[config.mk]
export PLATFORM = sky130hd
export DESIGN_NAME = arith_result_fifo
export DESIGN_NICKNAME = d
export VERILOG_FILES = /design/src/rtl/arith_result_fifo.sv
export SDC_FILE = /design/constraint.sdc
export NUM_CORES = 1
export LEC_CHECK = 0
export ABC_AREA = 0
export BUFFER_PORTS_ARGS = -buffer_cell sky130_fd_sc_hd__clkbuf_2
export CELL_PAD_IN_SITES_DETAIL_PLACEMENT = 0
export CELL_PAD_IN_SITES_GLOBAL_PLACEMENT = 1
export CORE_MARGIN = 2
export CORE_UTILIZATION = 40
export CTS_CLUSTER_SIZE = 30
export DETAILED_ROUTE_END_ITERATION = 10
export GPL_ROUTABILITY_DRIVEN = 0
export GPL_TIMING_DRIVEN = 0
export PLACE_DENSITY_LB_ADDON = 0.12
export SYNTH_ARGS = -nofsm -noshare
export SYNTH_HDL_FRONTEND = slang
export SYNTH_SLANG_ARGS = --single-unit
[constraint.sdc]
create_clock -name clk -period 3.2 [get_ports clk]
set_input_delay 0 -clock clk [delete_from_list [all_inputs] [get_ports clk]]
set_output_delay 0 -clock clk [all_outputs]
set_load 0.05 [all_outputs]
[src/rtl/arith_result_fifo.sv]
// First-word-fall-through result buffer behind arithmetic_unit, with running
// overflow count, sticky overflow flag and wrapping signed sum of accepted entries.
module arith_result_fifo #(
   parameter int WIDTH = 4,
   parameter int DEPTH = 4,
   parameter int CNT_W = 8,
   parameter int ACC_W = 8
) (
   input  logic                   clk,
   input  logic                   rst,
   input  logic                   in_valid,
   output logic                   in_ready,
   input  logic [WIDTH-1:0]       in_q,
   input  logic                   in_ov,
   output logic                   out_valid,
   input  logic                   out_ready,
   output logic [WIDTH-1:0]       out_q,
   output logic                   out_ov,
   output logic [$clog2(DEPTH):0] count,
   output logic [CNT_W-1:0]       ov_count,
   output logic                   ov_sticky,
   output logic [ACC_W-1:0]       sum,
   input  logic                   clr_stats
);
   localparam int AW = $clog2(DEPTH);
   localparam int CW = AW + 1;

   logic [WIDTH-1:0]        r_mem_q  [DEPTH];
   logic                    r_mem_ov [DEPTH];
   logic [AW-1:0]           r_wptr;
   logic [AW-1:0]           r_rptr;
   logic [CW-1:0]           r_count;
   logic [CNT_W-1:0]        r_ov_count;
   logic                    r_ov_sticky;
   logic [ACC_W-1:0]        r_sum;

   logic                    w_full;
   logic                    w_empty;
   logic                    w_push;
   logic                    w_pop;
   logic signed [ACC_W-1:0] w_q_ext;

   assign w_full  = (r_count == CW'(DEPTH));
   assign w_empty = (r_count == '0);
   // A full FIFO refuses a push even if a pop happens in the same cycle.
   assign w_push  = in_valid && !w_full;
   assign w_pop   = out_ready && !w_empty;
   assign w_q_ext = ACC_W'($signed(in_q));

   // Storage needs no reset: the head is masked to zero while empty.
   always_ff @(posedge clk) begin
      if (w_push) begin
         r_mem_q[r_wptr]  <= in_q;
         r_mem_ov[r_wptr] <= in_ov;
      end
   end

   always_ff @(posedge clk or posedge rst) begin
      if (rst) begin
         r_wptr  <= '0;
         r_rptr  <= '0;
         r_count <= '0;
      end else begin
         if (w_push) begin
            r_wptr <= r_wptr + AW'(1);
         end
         if (w_pop) begin
            r_rptr <= r_rptr + AW'(1);
         end
         if (w_push && !w_pop) begin
            r_count <= r_count + CW'(1);
         end else if (w_pop && !w_push) begin
            r_count <= r_count - CW'(1);
         end
      end
   end

   // Clear wins over a same-cycle push; the entry is still stored above.
   always_ff @(posedge clk or posedge rst) begin
      if (rst) begin
         r_ov_count  <= '0;
         r_ov_sticky <= 1'b0;
         r_sum       <= '0;
      end else if (clr_stats) begin
         r_ov_count  <= '0;
         r_ov_sticky <= 1'b0;
         r_sum       <= '0;
      end else if (w_push) begin
         r_sum <= r_sum + w_q_ext;
         if (in_ov) begin
            r_ov_sticky <= 1'b1;
            if (r_ov_count != '1) begin
               r_ov_count <= r_ov_count + CNT_W'(1);
            end
         end
      end
   end

   always_comb begin
      in_ready  = !w_full;
      out_valid = !w_empty;
      out_q     = '0;
      out_ov    = 1'b0;
      if (!w_empty) begin
         out_q  = r_mem_q[r_rptr];
         out_ov = r_mem_ov[r_rptr];
      end
   end

   assign count     = r_count;
   assign ov_count  = r_ov_count;
   assign ov_sticky = r_ov_sticky;
   assign sum       = r_sum;

endmodule

# After elaboration in Yosys (flattened, before gate mapping)
# Memories as Yosys holds them, arrays and structs flattened.
# Index checks and enable logic that the tools add are counted.
[word_totals] ff_bits=24 ramBits=20 inputBits=10 out_inout_bits=27 word_cells=46 mem_count=2
[mem_list] name="r_mem_q" words=4 width=4 rd=1 rd_ports_with_merged_regs=0 wr=1 line_no="28" source="logic [WIDTH-1:0] r_mem_q [DEPTH];"
[mem_list] name="r_mem_ov" words=4 width=1 rd=1 rd_ports_with_merged_regs=0 wr=1 line_no="29" source="logic r_mem_ov [DEPTH];"
[classes] n_addsub=6 n_eq_ne=2 n_mux=15 reduce_logical=15
[ops] cell="$mux W8" count=6
[ops] cell="$add A8 B1 Y8 const B" count=1
[ops] cell="$add A8 B8 Y8" count=1
[ops] cell="$ne A8 B8 Y1 const B" count=1
[ops] cell="$reduce_bool A2 Y1" count=4
[ops] cell="$mux W1" count=6
[ops] cell="$mux W3" count=2
[ops] cell="$add A2 B1 Y2 const B" count=2
[ops] cell="$logic_and A1 B1 Y1" count=4
[ops] cell="$logic_not A1 Y1" count=4
[ops] cell="$mux W4" count=1
[ops] cell="$add A3 B1 Y3 const B" count=1
[ops] cell="$eq A3 B3 Y1 const B" count=1
[ops] cell="$logic_not A3 Y1" count=1
[ops] cell="$reduce_and A3 Y1" count=1
[ops] cell="$sub A3 B1 Y3 const B" count=1
[ops] cell="$reduce_and A2 Y1" count=1

# Depth between registers and ports, before layout
[depth] word_depth=7 depth_mapped=11 depth_no_buf=9

# Worst setup path after synthesis
# No wires, ideal clock.
[synth_timing] kind="register -> register" start="register r_count[0], in the netlist count[0]" end="register r_count[1], in the netlist count[1]" setup_time_ns=0.125 arrival_time_ns=2.538 required_ns=3.075 slack_ns=0.537 path_stages_with_launch=8 path_buffers=1 synth_period_minus_slack_ns=2.663 path_cell_list="dfrtp_1 > or3_1 > clkbuf_1 > nand2_1 > ha_1 > inv_1 > fa_1 > mux2_2"
[synth_via] elab_chain_len=6 elab_cells_between_ends=15 classes_between="2 x add/sub; 1 x eq/ne; 2 x mux; 10 x reduce/logical"
[synth_lines] element="start, declared" line_no="32" source="logic [CW-1:0] r_count;"
[synth_lines] element="start signal, assigned" line_no="71" source="r_count <= r_count + CW'(1);"
[synth_lines] element="start signal, assigned" line_no="73" source="r_count <= r_count - CW'(1);"
[synth_lines] element="$logic_not A3 Y1 *" line_no="44" source="assign w_empty = (r_count == '0);"
[synth_lines] element="$logic_not A1 Y1 *"
[synth_lines] element="named net out_valid" line_no="15" source="output logic out_valid,"
[synth_lines] element="$logic_and A1 B1 Y1 *" line_no="47" source="assign w_pop = out_ready && !w_empty;"
[synth_lines] element="$logic_not A1 Y1" line_no="70" source="if (w_push && !w_pop) begin"
[synth_lines] element="$logic_and A1 B1 Y1" line_no="70"
[synth_lines] element="$mux W3 / $reduce_bool A2 Y1 (equally long branches)"
# The timed path passes the listed nets; every way through them passes the cells marked *. The select of a mux whose other input is x is not followed.
# A chain may end at the register's enable or synchronous reset.

# Final worst setup path
[layout_timing] start="register r_count[0], in the netlist count[0]" end="register r_count[1], in the netlist count[1]"
[layout_via] elab_chain_len=6 elab_cells_between_ends=15 classes_between="2 x add/sub; 1 x eq/ne; 2 x mux; 10 x reduce/logical"
[layout_lines] element="$eq A3 B3 Y1 *" line_no="43" source="assign w_full = (r_count == CW'(DEPTH));"
[layout_lines] element="$logic_not A1 Y1 *" line_no="46" source="assign w_push = in_valid && !w_full;"
[layout_lines] element="$logic_and A1 B1 Y1 *" line_no="46"
[layout_lines] element="named net w_push" line_no="39" source="logic w_push;"
[layout_lines] element="$logic_not A1 Y1" line_no="72" source="end else if (w_pop && !w_push) begin"
[layout_lines] element="$logic_and A1 B1 Y1" line_no="72"
[layout_lines] element="$reduce_bool A2 Y1 (no source line)"
# Marks and branches as above.

==> results.yml <==
global_routing:
  grt_max_degree: 25
  antenna_found_initial: 0
  grt_pass1_wl_mm: 7.790
  grt_pass1_vias: 1520
  grt.total_usage_pct: 16.13
  overflow: 0
critical_path:
  arrival_ps: 2720
  required_ps: 3390
  max_stage_delay_ps: 450
  cp_slowest_cell: "dfrtp_1"
  worstSetupEndpointType: "flip-flop"
  critPathKind: "flip-flop to flip-flop"
  crit_fanout: 10
  start_kind: "flip-flop"
  reg2reg_slack_ps: 670
  cp_top_family: "adder cells"
  path_buf_inv: 4
  cp_cell_sequence: "or3b_1 > buf_6 > nand2_8 > inv_4 > clkbuf_1 > ha_1 > inv_1 > fa_1 > mux2_2"
hold_path:
  min_path_type: "input port to flip-flop"
synth:
  synthArstFlopShare_pct: 54.55
  yosysUniqueCellTypes: 42
  synth_area_leaders: "dfrtp_1 (26%), edfxtp_1 (26%), ha_1 (7.1%)"
  synth_seq_cells: 44
  synth_warnings: 0
  synth_edf_count: 20
  syn-num-nets: 221
  synthTopCellsByCount: "dfrtp_1 (24), edfxtp_1 (20), nor2_1 (20)"
  yosysTopAreaCell: "dfrtp_1"
  syn_area_um2: 2293
  yosysMostFrequentCell: "dfrtp_1"
  synth_top_area_share_pct: 26.19
  syn_avg_cell_area_um2: 11.70
  ys_seq_area_share_pct: 52.37
  synth_cells: 196
  synth_ff_type: "dfrtp_1"
cells_and_area:
  stdcell_count: 317
  area_delta_synth_final_pct: 18.38
  drive_gt1_share_pct: 22.04
  n_antenna_cell: 0
  fin_nets: 269
  fin_area_um2: 2715
timing:
  fin_ws_ps: 667.8
  fmax_ghz: 0.3949
  fin_crit_sh_pct: 79.13
  tns_ps: 0
  relSlewSlack_pct: 36.32
  rsz0062_at_grt: "no"
  hold_violations: 0
  worst_pin_slew_ps: 954.2
  period_minus_slack_ps: 2532
  finalMaxSlewViolations: 0
  setup_viol: 0
  clock_skew_ps: 4.876
clock_network:
  hold_buffers: 5
  cts_buffers: 5
  worstSkewPairLatency_ps: 290
  postCtsSetupBuffers: 0
  root_buffer: "clkbuf_8"
  cts_resized: 0
  htree_num_levels: 2
  cts_buffer_depth: 2
  cts_tree: "yes"
  numClockSinks: 44
  clkSlewWorstSetupHoldPaths_ps: 80
pwr:
  leakagePower_nw: 1.163
  powerDensity_nw_per_um2: 854.9
  total_power_mw: 2.321
  vdd_drop_max_mv: 0.4616
placed_design:
  dpl_cell_area_um2: 2564
  place_ws_ps: 668.8
  dp_hpwl_mm: 3.247
  port_buffers: 36
  dp.cells: 304
drt:
  via_count: 1602
  drt-total-wl_mm: 4.596
  firstDrtPassIters: 4
  ant_nets: 0
  wire_per_inst_um: 14.50
  drcViolationCount: 0
  drt_iter0_drc: 59
  vias_per_cell: 5.054
run_status:
  status: "completed"
die:
  die_area_um2: 6355
  core_area_um2: 5507
  start_util_pct: 41.65
  pin_count: 37
  die_height_um: 79.72
  core.rowCount: 27
  die-width_um: 79.72
run:
  cap_viol_max_count: 0
## state kept, by name, indices dropped and copies added (netlist names)
name,cells
r_wptr,2
r_mem_q,16
r_rptr,2
ov_count,8
r_mem_ov,4
count,3
sum,8
ov_sticky,1
## cell families after synthesis
family / after synthesis / synth area share (%)
fa+ha+maj: 15 / 8.838
compound gates: 28 / 8.128
simple gates: 72 / 16.59
mux: 7 / 5.837
buf+inv: 17 / 3.273
flops: 44 / 52.37
xor+xnor: 13 / 4.965
## per-layer routing
metal	vias to the layer above	part of all wire (%)	track usage (%)
li1	805	-	-
met1	768	50	22.19
met2	24	46	25.80
met3	5	2.3	3.054
met4	0	1.2	5.172
met5	-	0	0
## per-stage QoR
step	hold slack (ps)	util, %
floorplan	14.62	-
global placement	256.9	46.56
detailed placement	258.2	46.56
global route	6.708	49.31
CTS	2.475	49.31
finish	12.04	49.31
## worst paths after layout
check	start	depth (start not counted)	end
setup / recovery	count[0]$_DFFE_PP0P_	9	count[1]$_DFFE_PP0P_
hold reg to reg	ov_sticky$_DFFE_PP0P_	2	ov_sticky$_DFFE_PP0P_
min in group asynchronous	rst	3	ov_count[1]$_DFFE_PP0P_
setup reg to reg	count[0]$_DFFE_PP0P_	9	count[1]$_DFFE_PP0P_
hold / removal	in_ov	1	r_mem_ov[0]$_DFFE_PP_
max in group asynchronous	rst	3	ov_sticky$_DFFE_PP0P_
## placed cells by master (no fill, tap or decap), types with 2 or more instances in the layout
cell           count
and2_1             5
clkbuf_1           7
mux4_2             5
o21ai_0            5
xor2_1             3
dfrtp_1           24
dlygate4sd3_1      5
nor4b_1            2
nor3_1             7
a21o_1             2
clkbuf_8           5
edfxtp_1          20
xnor2_1           10
nor2_1            20
nand2_1           13
a211oi_1           4
o211ai_1           2
and3_1             4
nand4_1            2
fa_1               2
ha_1              13
clkbuf_2          36
or3_1              6
a21oi_1            9
inv_1              8
nand3_1            6
## layout make-up
class                           count  area, µm²
Buffer                              8      38.79
Multi-Input combinational cell    135       1017
Fill cell                         530       2791
Sequential cell                    44       1201
Tap cell                           72      90.09
Clock buffer                        8      101.3
Inverter                            9      36.28
Timing Repair Buffer               41      230.2
## report_power, final
group / switching, mW / internal [mW] / total, mW
combinational: 0.760 / 0.368 / 1.13
sequential: 0.0793 / 0.725 / 0.804
clock: 0.186 / 0.202 / 0.389
total: 1.03 / 1.30 / 2.32
Power figures use the tool's default switching activity.
